`src/rtl/cpu_pkg.sv`:
```
// Shared definitions for the CPU pipeline stages.
//   fetch_state_t : request FSM of the instruction-fetch stage
//   NOP_INSTR     : bubble encoding, identical to the IF/ID flush encoding
//   INSTR_W       : instruction word width
package cpu_pkg;

  localparam int INSTR_W = 32;

  localparam logic [INSTR_W-1:0] NOP_INSTR = 32'hFFFF_FFFF;

  // REQ  : request may be issued; waits for memory acceptance
  // WAIT : request accepted; waiting for read data
  // DROP : request accepted before a redirect; its data will be discarded
  typedef enum logic [1:0] {
    REQ  = 2'd0,
    WAIT = 2'd1,
    DROP = 2'd2
  } fetch_state_t;

endpackage

```
`src/rtl/if_fetch.sv`:
```
// Instruction-fetch stage: owns the PC, issues one instruction-memory request
// at a time, and hands each fetched word plus its PC+4 to the IF/ID register.
//
// Ports
//   clk, rst            : clock, synchronous active-high reset
//   out_ready           : IF/ID accepts the presented instruction this cycle
//   redirect_valid/_pc  : taken branch/jump; bits [1:0] of the target ignored
//   imem_req/_addr      : fetch request and address (address always equals pc)
//   imem_ready          : memory accepts the request this cycle
//   imem_rvalid/_rdata  : read response, at least one cycle after acceptance
//   out_valid           : instr_out / pc_plus_four_out hold a real instruction
//   instr_out           : fetched word, NOP_INSTR when out_valid=0
//   pc_plus_four_out    : PC of instr_out + 4, zero when out_valid=0
//   fetch_state         : current FSM state, for observation only
//
// Handshakes: a request transfers on a cycle where imem_req && imem_ready; the
// address must then stay fixed until the response, and an unaccepted request
// may be withdrawn or retargeted. An instruction transfers to IF/ID on a cycle
// where out_valid && out_ready; until then the outputs are held stable.
module if_fetch #(
  parameter logic [31:0]               RESET_PC  = 32'h0000_0000,
  parameter logic [cpu_pkg::INSTR_W-1:0] NOP_INSTR = cpu_pkg::NOP_INSTR
) (
  input  logic                        clk,
  input  logic                        rst,
  input  logic                        out_ready,
  input  logic                        redirect_valid,
  input  logic [31:0]                 redirect_pc,
  output logic                        imem_req,
  output logic [31:0]                 imem_addr,
  input  logic                        imem_ready,
  input  logic                        imem_rvalid,
  input  logic [cpu_pkg::INSTR_W-1:0] imem_rdata,
  output logic                        out_valid,
  output logic [cpu_pkg::INSTR_W-1:0] instr_out,
  output logic [31:0]                 pc_plus_four_out,
  output cpu_pkg::fetch_state_t       fetch_state
);
  import cpu_pkg::*;

  fetch_state_t       state_q, state_d;
  logic [31:0]        pc_q, pc_d, pc_inc;
  logic [INSTR_W-1:0] instr_q, instr_d;
  logic [31:0]        pcp4_q, pcp4_d;
  logic               valid_q, valid_d;
  logic               accept;
  logic               load;

  assign pc_inc = pc_q + 32'd4;  // modulo 2^32: FFFF_FFFC wraps to 0
  assign accept = imem_req && imem_ready;
  // A response in WAIT fills the slot; a redirect in the same cycle kills it.
  assign load   = (state_q == WAIT) && imem_rvalid && !redirect_valid;

  // State register
  always_ff @(posedge clk) begin
    if (rst) begin
      state_q <= REQ;
    end else begin
      state_q <= state_d;
    end
  end

  // Next state. A redirect only changes where an accepted-but-unanswered
  // request ends up: it must still be drained, but its data is dropped.
  always_comb begin
    state_d = state_q;
    unique case (state_q)
      REQ: begin
        if (accept) state_d = redirect_valid ? DROP : WAIT;
      end
      WAIT: begin
        if (imem_rvalid)         state_d = REQ;
        else if (redirect_valid) state_d = DROP;
      end
      DROP: begin
        if (imem_rvalid) state_d = REQ;
      end
      default: state_d = REQ;
    endcase
  end

  // Outputs. The request is gated by slot occupancy so a response always
  // finds the slot empty or being drained in that same cycle.
  always_comb begin
    imem_req  = (state_q == REQ) && !rst && (!valid_q || out_ready);
    imem_addr = pc_q;
    fetch_state = state_q;
    out_valid = valid_q;
    instr_out = instr_q;
    pc_plus_four_out = pcp4_q;
  end

  // PC and output slot. The slot registers hold the bubble values whenever
  // empty, so the outputs come straight from flops.
  always_comb begin
    pc_d    = pc_q;
    instr_d = instr_q;
    pcp4_d  = pcp4_q;
    valid_d = valid_q;
    if (redirect_valid) begin
      pc_d    = redirect_pc & 32'hFFFF_FFFC;
      valid_d = 1'b0;
      instr_d = NOP_INSTR;
      pcp4_d  = 32'd0;
    end else if (load) begin
      pc_d    = pc_inc;
      valid_d = 1'b1;
      instr_d = imem_rdata;
      pcp4_d  = pc_inc;
    end else if (valid_q && out_ready) begin
      valid_d = 1'b0;
      instr_d = NOP_INSTR;
      pcp4_d  = 32'd0;
    end
  end

  always_ff @(posedge clk) begin
    if (rst) begin
      pc_q    <= RESET_PC;
      valid_q <= 1'b0;
      instr_q <= NOP_INSTR;
      pcp4_q  <= 32'd0;
    end else begin
      pc_q    <= pc_d;
      valid_q <= valid_d;
      instr_q <= instr_d;
      pcp4_q  <= pcp4_d;
    end
  end

endmodule

```
`config.mk`:
```
export PLATFORM = sky130hd
export DESIGN_NAME = if_fetch
export DESIGN_NICKNAME = d
export VERILOG_FILES = /design/src/rtl/cpu_pkg.sv /design/src/rtl/if_fetch.sv
export SDC_FILE = /design/constraint.sdc
export NUM_CORES = 1
export LEC_CHECK = 0
export ABC_AREA = 1
export CORE_UTILIZATION = 35
export DETAILED_ROUTE_END_ITERATION = 16
export HOLD_SLACK_MARGIN = 0.06
export PLACE_DENSITY = 0.79
export SLEW_MARGIN = 20
export SYNTH_ARGS = -nofsm -noshare
export SYNTH_HDL_FRONTEND = slang
export SYNTH_SLANG_ARGS = --single-unit
```
`constraint.sdc`:
```
create_clock -name clk -period 2.1 [get_ports clk]
set_input_delay 0.21 -clock clk [delete_from_list [all_inputs] [get_ports clk]]
set_output_delay 0.21 -clock clk [all_outputs]
set_load 0.01 [all_outputs]
```
# Yosys cells after proc, flatten, opt, wreduce, memory -nomap -nowiden
# Cells that the tools add are included.
[classes] addsub=1 eq_ne=5 muxes=14 n_reduce_logical=15
[op_table] operator="$mux 32" count=6
[op_table] operator="$add 32x3->32 const B" count=1
[op_table] operator="$mux 2" count=5
[op_table] operator="$logic_and 1x1->1" count=6
[op_table] operator="$pmux 2 s3" count=1
[op_table] operator="$ne 2x2->1 const B" count=2
[op_table] operator="$reduce_bool 2->1" count=2
[op_table] operator="$logic_not 1->1" count=3
[op_table] operator="$ne 3x3->1 const B" count=1
[op_table] operator="$reduce_and 3->1" count=1
[op_table] operator="$eq 2x1->1 const B" count=1
[op_table] operator="$eq 2x2->1 const B" count=1
[op_table] operator="$logic_not 2->1" count=1
[op_table] operator="$mux 1" count=2
[op_table] operator="$reduce_or 2->1" count=1
[op_table] operator="$logic_or 1x1->1" count=1
[word_totals] ff_bits=99 inputBits=70 out_inout_bits=100 elab_cells=41

# Logic depth before layout (Yosys ltp)
[logic_depth] ltp_word=6 depth_mapped=9 mapped_depth_nobuf=9

# Least setup slack after synthesis
# No wires, ideal clock.
[synth_path] path_type="reg-to-reg" startpoint="register pc_q[3], in the netlist imem_addr[3]" endpoint="register pcp4_q[24], in the netlist pc_plus_four_out[24]" setup_ns=0.132 arrival_time_ns=1.321 required_time_ns=1.968 slack_ns=0.647 path_stages_with_launch=9 path_buffers=0 synth_period_minus_slack_ns=1.453 path_cell_list="dfxtp_1 > ha_1 > nand2_2 > nor2_1 > nand2_1 > nor2_2 > nand3_1 > nand3_2 > a21oi_1"
[synth_via] elab_chain_cells=2
[synth_rtl] element="start, declared" line="if_fetch.sv:42" rtl="logic [31:0] pc_q, pc_d, pc_inc;"
[synth_rtl] element="start signal, assigned" line="if_fetch.sv:124" rtl="pc_q <= pc_d;"
[synth_rtl] element="$add 32x3->32" line="if_fetch.sv:49" rtl="assign pc_inc = pc_q + 32'd4;"
[synth_rtl] element="$mux 32" line="if_fetch.sv:105" rtl="end else if (load) begin"
[synth_rtl] element="end signal, assigned" line="if_fetch.sv:127" rtl="pcp4_q <= pcp4_d;"
[synth_rtl] element="end, declared" line="if_fetch.sv:44" rtl="logic [31:0] pcp4_q, pcp4_d;"
# No other way between the ends.
# A chain may end at the register's enable or synchronous reset.

# Final worst setup path
[layout_path] startpoint="register state_q[1], in the netlist fetch_state[1]" endpoint="output imem_req"
[layout_via] elab_chain_cells=3
[layout_rtl] element="start, declared" line="if_fetch.sv:41" rtl="fetch_state_t state_q, state_d;"
[layout_rtl] element="start signal, assigned" line="if_fetch.sv:59" rtl="state_q <= state_d;"
[layout_rtl] element="$logic_not 2->1" line="if_fetch.sv:85" rtl="imem_req = (state_q == REQ) && !rst && (!valid_q || out_ready);"
[layout_rtl] element="$logic_and 1x1->1 (2 in a row)" line="if_fetch.sv:85"
[layout_rtl] element="end, declared" line="if_fetch.sv:29" rtl="output logic imem_req,"
# No other way between the ends.

==> metrics.yaml <==
fmax_mhz: 559
setup_violations: 0
numCtsBuffers: 9
wl_per_cell_um: 14.8
ios: 170
htreeDepth: 3
worstPathArrival_ns: 1.58
routed_wl_mm: 13.4
seq_area_um2: 1900
yosysMostFrequentCell: "nand2_1"
place_inst: 888
multi_input_area_um2: 1990
drc_errors: 0
hpwl_mm: 9.60
clockBufferDepth: 2
numPortBuffers: 163
path_max_fanout: 5
fin_skew_ns: 0.0119
critPathCaptureType: "primary output"
worstPathRequired_ns: 1.89
yosysTopAreaCell: "dfxtp_1"
area_growth_pct: 47.7
peakVddDrop_uv: 699
cts_tree: "done"
viasPerCell: 4.96
cts_setup_buffers: 0
outcome: "complete, no violations"
final_cells: 904
synthArstFlopShare_pct: 0
rsz0062_at_grt: "false"
fin_crit_ns: 1.79
ys_types: 33
clk_latency_ns: 0.36
rows: 39
fin_nets: 827
track_usage_pct: 21.5
antennaDiodeCount: 0
setup-tns-final_ns: 0
dieArea_um2: 12600
synth_seq_cells: 95
path_class: "reg -> out"
cts_resized: 0
p_per_area_nw_per_um2: 617
final-hold-violation-count: 0
grtUsageMet1_pct: 24.6
ys_warn_count: 0
place_congestion: 0.851
worstReg2RegStart: "imem_addr[3]"
start_util_pct: 36.6
syn_inst: 601
drt-initial-drc-count: 276
met3_usage_pct: 8.96
critPathLaunchType: "flop"
antenna_found_initial: 0
path_clk_slew_ns: 0.07
synth_area_um2: 4270
post-route-period-util_pct: 85.2
clockRootBuffer: "clkbuf_16"
coreArea_um2: 11700
synth_area_leaders: "dfxtp_1 (45%), nand2_1 (16%), a21oi_1 (6.0%)"
grt_pass1_wl_mm: 21.3
hp-class: "in -> reg"
vias: 4484
die_w_um: 112
maxCapViolations: 0
synth_edf_count: 0
use_met2_pct: 36.6
cts.sinks: 95
slew_viol_final: 0
grt_max_degree: 33
ant_nets: 0
avgSynthCellArea_um2: 7.10
fill_cells: 1098
die_h_um: 112
overflow: 0
dr.pass1.iters: 4
hp-start: "redirect_pc[4]"
yosys-top-cells-count: "nand2_1 (185), dfxtp_1 (95), inv_1 (56)"
synth-main-ff-cell: "dfxtp_1"
final_layout_size_suffix_gt1_share_pct: 6.70
synth.top_cell.area_share_pct: 44.5
critPathLaunch: "fetch_state[1]"
grt.busiest_layer: "met2"
postCtsHoldBufs: 0
grt_pass1_vias: 4397
leakagePower_nw: 2.30
yosysSeqAreaShare_pct: 44.5
-- worst max-delay path, stage by stage (launching register included) --
cell	delay, ns
dfxtp_1	0.37
inv_1	0.09
nand3_1	0.06
nor2_1	0.14
clkdlybuf4s50_1	0.56
-- registers in the layout (all words and copies together), names as in the netlist --
register	count
pc_plus_four_out	30
out_valid	1
instr_out	32
imem_addr	30
fetch_state	2
-- layout make-up --
class	count	share of cell area, %
tap	143	2.84
clock inverter	6	0.715
clock buffer	10	3.63
multi-input combinational	418	31.6
inverter	61	3.65
timing repair buffer	171	27.4
sequential	95	30.2
-- path summary, 6_finish.rpt --
kind | to | slack [ns] | cells past startpoint
hold reg to reg | pc_plus_four_out[8] | 0.47 | 2
setup reg to reg | pc_plus_four_out[24] | 0.33 | 9
hold / removal | imem_addr[4] | 0.43 | 3
setup / recovery | imem_req | 0.31 | 4
-- metrics by stage --
stage               setup slack (ns)  power, mW  hold slack (ns)  util (%)  area (um2)
finish                         0.311       3.89            0.429      54.1        6300
global route                   0.187       4.03            0.425      54.1        6300
CTS                            0.296       3.92            0.419      54.1        6300
detailed placement             0.163       2.38            0.458      51.7        6030
global placement               0.170       2.38            0.453      51.7        6030
floorplan                      0.647       2.11            0.347         -        4280
-- per-layer routing --
layer | vias up | wire length (um)
li1 | 2258 | -
met4 | 0 | 202
met5 | - | 0
met2 | 180 | 6260
met3 | 15 | 1390
met1 | 2031 | 5530
-- where the power goes --
part | switching, mW | internal [mW]
combinational | 0.201 | 0.242
sequential | 0.0567 | 1.84
clock | 0.738 | 0.809
-- cell usage in the layout, fill, tap and decap left out, drive strengths merged, types with 2 or more instances in the layout --
master,count
clkdlybuf4s50,163
nand4,2
buf,8
dfxtp,95
a31oi,11
xor2,2
a21oi,52
nand2,192
conb,4
nand3,39
o21ai,29
clkinvlp,3
nor2,47
xnor2,2
o22ai,33
clkinv,3
inv,61
clkbuf,10
-- logic make-up after synthesis --
group | count (synthesis) | synth area share [%]
AOI/OAI and AO/OA | 126 | 16.2
xor gates and xnor gates | 4 | 0.821
adders and majority gates | 1 | 0.293
buffers and inverters | 91 | 9.17
DFF | 95 | 44.5
other | 1 | 0.0878
and+or+nand+nor | 283 | 28.9
No activity file was read; power rests on OpenSTA's default activity.
